`src/rtl/pattern_source_32bit.sv`:
```
// pattern_source_32bit: registered counter/walking-one/LFSR/fixed/alternating word source driving a FIFO write port
module pattern_source_32bit #(
  parameter logic [31:0] LFSR_SEED  = 32'h0000_0001,
  parameter logic [31:0] FIXED_WORD = 32'hDEAD_BEEF,
  parameter logic [31:0] CNT_START  = 32'h0000_0000
) (
  input  logic        clk,
  input  logic        reset,
  input  logic        restart,
  input  logic [31:0] pattern,
  input  logic        enable_gener,
  output logic [31:0] dataout,
  output logic        dataout_available,
  output logic [31:0] words_generated,
  output logic        done
);
  localparam logic [31:0] SEED = (LFSR_SEED == 32'h0) ? 32'h1 : LFSR_SEED;
  typedef enum logic [1:0] {IDLE, RUN, DONE} state_t;
  state_t      state, state_nx;
  logic [2:0]  mode, cur_mode;
  logic [15:0] remain;
  logic        lim_on, fire, last, alt;
  logic [31:0] cnt, walk, lfsr, gen;
  always_comb begin
    cur_mode = state == IDLE ? pattern[2:0] : mode;
    gen      = cur_mode == 3'd1 ? walk :
               cur_mode == 3'd2 ? lfsr :
               cur_mode == 3'd3 ? FIXED_WORD :
               cur_mode == 3'd4 ? (alt ? 32'h5555_5555 : 32'hAAAA_AAAA) : cnt;
    fire     = enable_gener && state != DONE;
    last     = state == IDLE ? pattern[31:16] == 16'd1 : lim_on && remain == 16'd1;
    state_nx = fire ? (last ? DONE : RUN) : state;
  end
  always_ff @(posedge clk or negedge reset)
    if (!reset) state <= IDLE;
    else state <= restart ? IDLE : state_nx;
  always_ff @(posedge clk or negedge reset)
    if (!reset) begin
      dataout           <= '0;
      dataout_available <= 1'b0;
      words_generated   <= '0;
      mode              <= '0;
      remain            <= '0;
      lim_on            <= 1'b0;
      cnt               <= CNT_START;
      walk              <= 32'h1;
      lfsr              <= SEED;
      alt               <= 1'b0;
    end else if (restart) begin
      dataout           <= '0;
      dataout_available <= 1'b0;
      words_generated   <= '0;
      mode              <= '0;
      remain            <= '0;
      lim_on            <= 1'b0;
      cnt               <= CNT_START;
      walk              <= 32'h1;
      lfsr              <= SEED;
      alt               <= 1'b0;
    end else begin
      dataout_available <= fire;
      if (fire) begin
        dataout         <= gen;
        words_generated <= words_generated + 32'(words_generated != '1);
        cnt             <= cnt + 32'd1;
        walk            <= {walk[30:0], walk[31]};
        lfsr            <= (lfsr >> 1) ^ (lfsr[0] ? 32'h8020_0003 : 32'h0);
        alt             <= !alt;
        remain          <= (state == IDLE ? pattern[31:16] : remain) - 16'd1;
        if (state == IDLE) begin
          mode   <= pattern[2:0];
          lim_on <= pattern[31:16] != 16'd0;
        end
      end
    end
  assign done = state == DONE;
endmodule

```
`config.mk`:
```
export PLATFORM = sky130hd
export DESIGN_NAME = pattern_source_32bit
export DESIGN_NICKNAME = d
export VERILOG_FILES = /design/src/rtl/pattern_source_32bit.sv
export SDC_FILE = /design/constraint.sdc
export NUM_CORES = 1
export LEC_CHECK = 0
export BUFFER_PORTS_ARGS = -buffer_cell sky130_fd_sc_hd__buf_2
export CAP_MARGIN = 20
export CORE_ASPECT_RATIO = 2
export CORE_UTILIZATION = 50
export CTS_CLUSTER_DIAMETER = 100
export DETAILED_ROUTE_END_ITERATION = 10
export GPL_TIMING_DRIVEN = 0
export PLACE_DENSITY = 0.75
export SLEW_MARGIN = 20
export SYNTH_ARGS = -nofsm -noshare
export SYNTH_HDL_FRONTEND = slang
export SYNTH_SLANG_ARGS = --single-unit
```
`constraint.sdc`:
```
create_clock -name clk -period 4.27 [get_ports clk]
set_clock_uncertainty 0.1 [all_clocks]
set_input_delay 0.427 -clock clk [delete_from_list [all_inputs] [get_ports clk]]
set_output_delay 0.427 -clock clk [all_outputs]
set_load 0.01 [all_outputs]
```
==> reports/results.ini, run 1 <==
[status]
status = completed

[min_path]
hold_end = lim_on
min_from = pattern[16]
holdCritPathClass = input port to register
hold_depth = 3

[cells_and_area]
multi_input_area_mm2 = 0.00473
fill_cells = 1741
nets = 1238
antenna_cells = 0
drive_gt1_share_pct = 12.8
seq_area_mm2 = 0.00461
post-route-util_pct = 59.1
area.growth.synth_to_final_pct = 15.5
layoutNonFillerInstCount = 1466

[floorplan]
dieHeight_um = 199
fp-row-count = 71
die_w_um = 100
die-area_mm2 = 0.0200
start_util_pct = 51.2
coreArea_mm2 = 0.0189
ioPinCount = 102

[place]
placedCellCount = 1431
place_congestion = 1.00
dpl.hpwl_um = 22700
io_buffers = 87
pre_cts_ws_ns = -0.414

[worst_setup_path]
start_kind = register
crit_type = register to register
cp_max_fo = 10
r2r_start = state[0]
end_kind = register
reg2reg_depth = 13
rr_endpoint = remain[14]
cp.arrival_ns = 4.28
r2r_slack_ns = 0.25
cp_data_required_time_ns = 4.53
startpoint = state[0]

[cts]
h-tree-depth = 4
numClockSinks = 184
cts_inserted_buffers = 17
root_buffer = clkbuf_16
path_clk_slew_ns = 0.07
insertion_delay_ns = 0.45
cts_buffer_depth = 2
tritoncts = done

[routing]
firstDrtPassIters = 6
num_vias = 9324
drt_iter0_markers = 626
routed_wl_um = 31800
drt.antenna.violating_nets = 0
drc = 0
wire_per_inst_um = 21.7
via_per_inst = 6.36

[timing]
max_freq_mhz = 249
period_needed_ns = 4.02
final-max-slew-violation-count = 0
fin_ws_ns = 0.248
rsz0062_at_grt = false
worstMarginPinSlew_ns = 1.05
slew_headroom_pct = 29.6
setup_violations = 0
hold_violations = 0
period_share_pct = 94.2

[yosys]
avgSynthCellArea_um2 = 8.90
synth_area_leader_cell = dfrtp_1
async_flop_share_pct = 100
synth_top_area_share_pct = 47.0
synth_area_mm2 = 0.00968
syn-num-nets = 1128
ys_seq_area_share_pct = 47.6
synthTopCellsByArea = dfrtp_1, nand2_1, a21oi_1, nor2_1, xnor2_1
synth_commonest_cells = nand2_1, dfrtp_1, a21oi_1
synth-seq-cells = 184
synth_edf_count = 0
yosysUniqueCellTypes = 61
ys_warn_count = 0
syn_inst = 1088
synthFlopType = dfrtp_1
yosysMostFrequentCell = nand2_1

[grt]
grt_util_met2_pct = 57.5
grt.overflow.total = 0
grt_pass1_wl_um = 49600
grt_use_met3_pct = 6.15
grt_use_total_pct = 33.2
top_usage_layer = met2
antenna_found_initial = 0
gr-usage-met1_pct = 35.3
grt_pass1_vias = 9308
grt_max_degree = 99

[power_and_ir_drop]
intPower_mw = 3.14
p_seq_share_pct = 42.7
total_power_mw = 4.36
switching_share_pct = 28.1
p_switching_mw = 1.23
p_leak_nw = 4.66
pwr-share-clk_pct = 41.8
ir_worst_vdd_mv = 0.329
power_density_mw_per_mm2 = 390
combPwrFrac_pct = 15.5

[run]
maxCapViolCount = 0

[state kept, by name, indices dropped and copies added, names as in the netlist]
register,cells
words_generated,32
mode,3
walk,32
state,2
dataout_available,1
dataout,32
alt,1
lim_on,1
remain,16
lfsr,32
cnt,32
[area by class of cell]
cell class,count,area share [%]
inverters,14,0.470
flip-flops and latches,184,41.2
multi-input cells,813,42.3
repair buffers,91,4.45
clock buffers,21,4.03
clock inverters,11,1.98
plain buffers,77,2.80
well taps,255,2.85
[what timing repair did]
action	4_1_cts	5_1_grt
endpoints found under the setup margin	4	2
hold buffers	1	0
hold endpoints to repair	85	0
buffers inserted	0	2
gates resized for setup	3	2
pin swaps	0	1
[cells in the final DEF (no fill, tap or decap), types with 25 or more instances in the layout]
cell type	count
a21oi_1	90
buf_2	96
clkbuf_1	62
dfrtp_1	182
nand2_1	195
nand3_1	34
nand4_1	28
nor2_1	86
nor4_1	28
o21a_1	25
o21ai_0	49
o221ai_1	25
xnor2_1	30
[cells by family (layout without fill, tap and decap cells)]
group / Yosys count / in the layout / synth area share, %
AND/OR/NAND/NOR: 457 / 457 / 22.3
AO/OA/AOI/OAI: 286 / 286 / 19.7
flip-flops: 184 / 184 / 47.6
buffers and inverters: 91 / 214 / 3.73
XOR/XNOR: 52 / 52 / 4.70
multiplexers: 14 / 14 / 1.54
adder cells (fa/ha/maj): 4 / 4 / 0.517
[layer usage]
layer / share of wire (%) / up-vias
li1: - / 4144
met3: 5.8 / 164
met2: 51 / 445
met5: 0 / -
met1: 36 / 4571
met4: 7.5 / 0
[power groups by stage]
| stage | Clock (mW) | Sequential (mW) | Combinational, mW |
|---|---|---|---|
| after floorplan | 0 | 1.89 | 0.380 |
| after CTS | 1.83 | 1.86 | 0.660 |
| after detailed placement | 0 | 1.89 | 0.654 |
| final | 1.82 | 1.86 | 0.675 |
| after global routing | 1.89 | 1.87 | 0.731 |
| after global placement | 0 | 1.89 | 0.645 |
[worst max path at each step]
stage | end | cells after the start
4_1_cts | remain[14] | 12
3_3_place_gp | remain[14] | 12
3_5_place_dp | remain[14] | 12
2_1_floorplan | remain[14] | 12
6_report | remain[14] | 13
5_1_grt | remain[14] | 12
[stage by stage]
stage / setup TNS, ns / hold WS (ns) / instance area, um2
4_1_cts: 0 / 0.149 / 11200
2_1_floorplan: 0 / 0.0314 / 9680
5_1_grt: 0 / 0.166 / 11200
3_3_place_gp: -68.01 / 0.363 / 10400
6_report: 0 / 0.169 / 11200
3_5_place_dp: -1.12 / 0.366 / 10500
[critical path: stages (launching register included)]
cell	delay (ns)
dfrtp_1	0.40
buf_2	0.21
nor2_4	0.29
clkbuf_4	0.31
buf_2	0.26
mux2i_1	0.29
ha_1	0.18
buf_2	0.19
or4b_2	0.66
nand2b_1	0.25
a2111oi_4	0.40
buf_4	0.19
a32oi_1	0.09
o31ai_1	0.11
(Power assumes the default switching activity.)
==> run 2, diff against run 1 <==
ABC_AREA = 0   (was unset)
CORE_ASPECT_RATIO = 0.5   (was 2)
GPL_TIMING_DRIVEN = unset   (was 0)
==> run 2 against run 1 <==
Effect of this change: via count fell by 5.7%; design area fell by 2.4%; global-route usage fell by 5.6 points; register-to-register slack improved by 0.70 ns; die area did not move; power fell by 6.4%; largest cell class unchanged; sequential power barely moved; combinational power fell by 6.1%; sequential share of layout area rose by 1.0 points; fmax rose by 21%; sequential cell count did not move.
==> reports/results.ini, run 2 (synthesis gave the netlist of run 1 again) <==
[cells_and_area]
fill_cells = 1633
drive_gt1_share_pct = 14.3
nets = 1177
antenna_cells = 0
layoutNonFillerInstCount = 1409
area.growth.synth_to_final_pct = 12.7
final_common_cell = nand2_1
post-route-util_pct = 58.4
final_cell_mix = nand2_1, dfrtp_1, a21oi_1

[timing]
fin_tns_setup_ns = 0
max_freq_mhz = 301
setup_violations = 0
period_needed_ns = 3.32
fin_ws_ns = 0.948
slew_headroom_pct = 27.0
rsz0062_at_grt = false
period_share_pct = 77.8
hold_violations = 0
final-max-slew-violation-count = 0
worstMarginPinSlew_ns = 1.09

[power_and_ir_drop]
p_switching_mw = 1.24
ir_worst_vdd_mv = 0.245
p_seq_share_pct = 45.4
intPower_mw = 2.84
total_power_mw = 4.09
pwr-share-clk_pct = 39.1
power_density_mw_per_mm2 = 374
switching_share_pct = 30.4
p_leak_nw = 4.56
combPwrFrac_pct = 15.5

[routing]
drt.antenna.violating_nets = 0
num_vias = 8795
wire_per_inst_um = 19.0
via_per_inst = 6.24
drc = 0
drt_iter0_markers = 788
routed_wl_um = 26700
firstDrtPassIters = 5

[place]
place_congestion = 0.916
placedCellCount = 1377
pre_cts_ws_ns = 1.00
dpl.hpwl_um = 16700
io_buffers = 88

[worst_setup_path]
max_stage_delay_ns = 0.65
crit_path_top_delay_cell = or4b_2
cp_data_required_time_ns = 4.47
crit_type = register to register
reg2reg_depth = 9
r2r_slack_ns = 0.95
cp_max_fo = 9
cp.arrival_ns = 3.53
end_kind = register
crit_chain = nor2_2 -> mux2_2 -> inv_1 -> ha_1 -> or4b_2 -> nand2b_1 -> a2111oi_4 -> nor3b_1 -> o31ai_1
start_kind = register

[grt]
grt_pass1_wl_um = 43400
grt_max_degree = 128
grt.overflow.total = 0
grt_pass1_vias = 8352
grt_use_total_pct = 27.6
antenna_found_initial = 0

[cts]
cts_buffer_depth = 2
h-tree-depth = 4
tritoncts = done
root_buffer = clkbuf_16
path_clk_slew_ns = 0.07
cts_inserted_buffers = 17
post_cts.repair.setup_buffers = 0
cts_hold_buf = 0
insertion_delay_ns = 0.44
cts_resized = 0
numClockSinks = 184

[run]
maxCapViolCount = 0

[min_path]
holdCritPathClass = input port to asynchronous set/reset pin

[floorplan]
fp-row-count = 35
start_util_pct = 51.8
dieHeight_um = 100
die_w_um = 199
ioPinCount = 102
die-area_mm2 = 0.0200
coreArea_mm2 = 0.0187

[status]
status = completed

-- run 2: changes by cell type in the layout (fill, tap and decap cells not counted), moves of 4 or more --
cell,delta
clkbuf_1,-62
buf_2,-10
buf_4,+15
inv_8,+4
bufinv_16,-5
inv_6,+4
buf_1,-6
-- run 2: critical path: cells and delay by family, from the launching register on --
| kind | cells | cell delay [ns] |
|---|---|---|
| adders and majority gates | 1 | 0.31 |
| DFF | 1 | 0.39 |
| and+or+nand+nor | 4 | 1.32 |
| buffers and inverters | 1 | 0.08 |
| AOI/OAI and AO/OA | 2 | 0.57 |
| muxes | 1 | 0.42 |
-- run 2: final timing paths --
kind,start,to
min reg2reg,dataout[29],dataout[29]
max reg2reg,state[1],remain[14]
min in group clk,pattern[16],lim_on
min,reset,walk[19]
max in group asynchronous,reset,lfsr[0]
max,state[1],remain[14]
-- run 2: per-layer routing --
| layer | global-route usage (%) | vias up | share of wire (%) |
|---|---|---|---|
| met5 | 0 | - | 0 |
| li1 | - | 4051 | - |
| met3 | 4.60 | 57 | 6.2 |
| met4 | 8.22 | 0 | 1.9 |
| met2 | 44.0 | 355 | 47 |
| met1 | 38.8 | 4332 | 45 |
-- run 2: final cells by class --
| class | instances | area, um2 | area share [%] |
|---|---|---|---|
| Clock buffer | 17 | 425 | 3.90 |
| Clock inverter | 15 | 158 | 1.44 |
| Inverter | 14 | 52.6 | 0.481 |
| Multi-Input combinational cell | 813 | 4720 | 43.3 |
| Sequential cell | 184 | 4610 | 42.2 |
| Tap cell | 259 | 324 | 2.97 |
| Timing Repair Buffer | 107 | 624 | 5.72 |
-- run 2: power groups by stage --
stage / sequential, mW / clock (mW) / combinational, mW
floorplan: 1.89 / 0 / 0.380
global placement: 1.88 / 0 / 0.608
detailed placement: 1.89 / 0 / 0.621
finish: 1.85 / 1.60 / 0.634
CTS: 1.85 / 1.61 / 0.625
global route: 1.86 / 1.69 / 0.687
-- run 2: stage by stage --
step | instance area [um2] | hold slack, ns
floorplan | 9680 | 0.0314
global placement | 10300 | 0.362
detailed placement | 10300 | 0.366
CTS | 10900 | 0.111
global route | 10900 | 0.0819
finish | 10900 | 0.00142
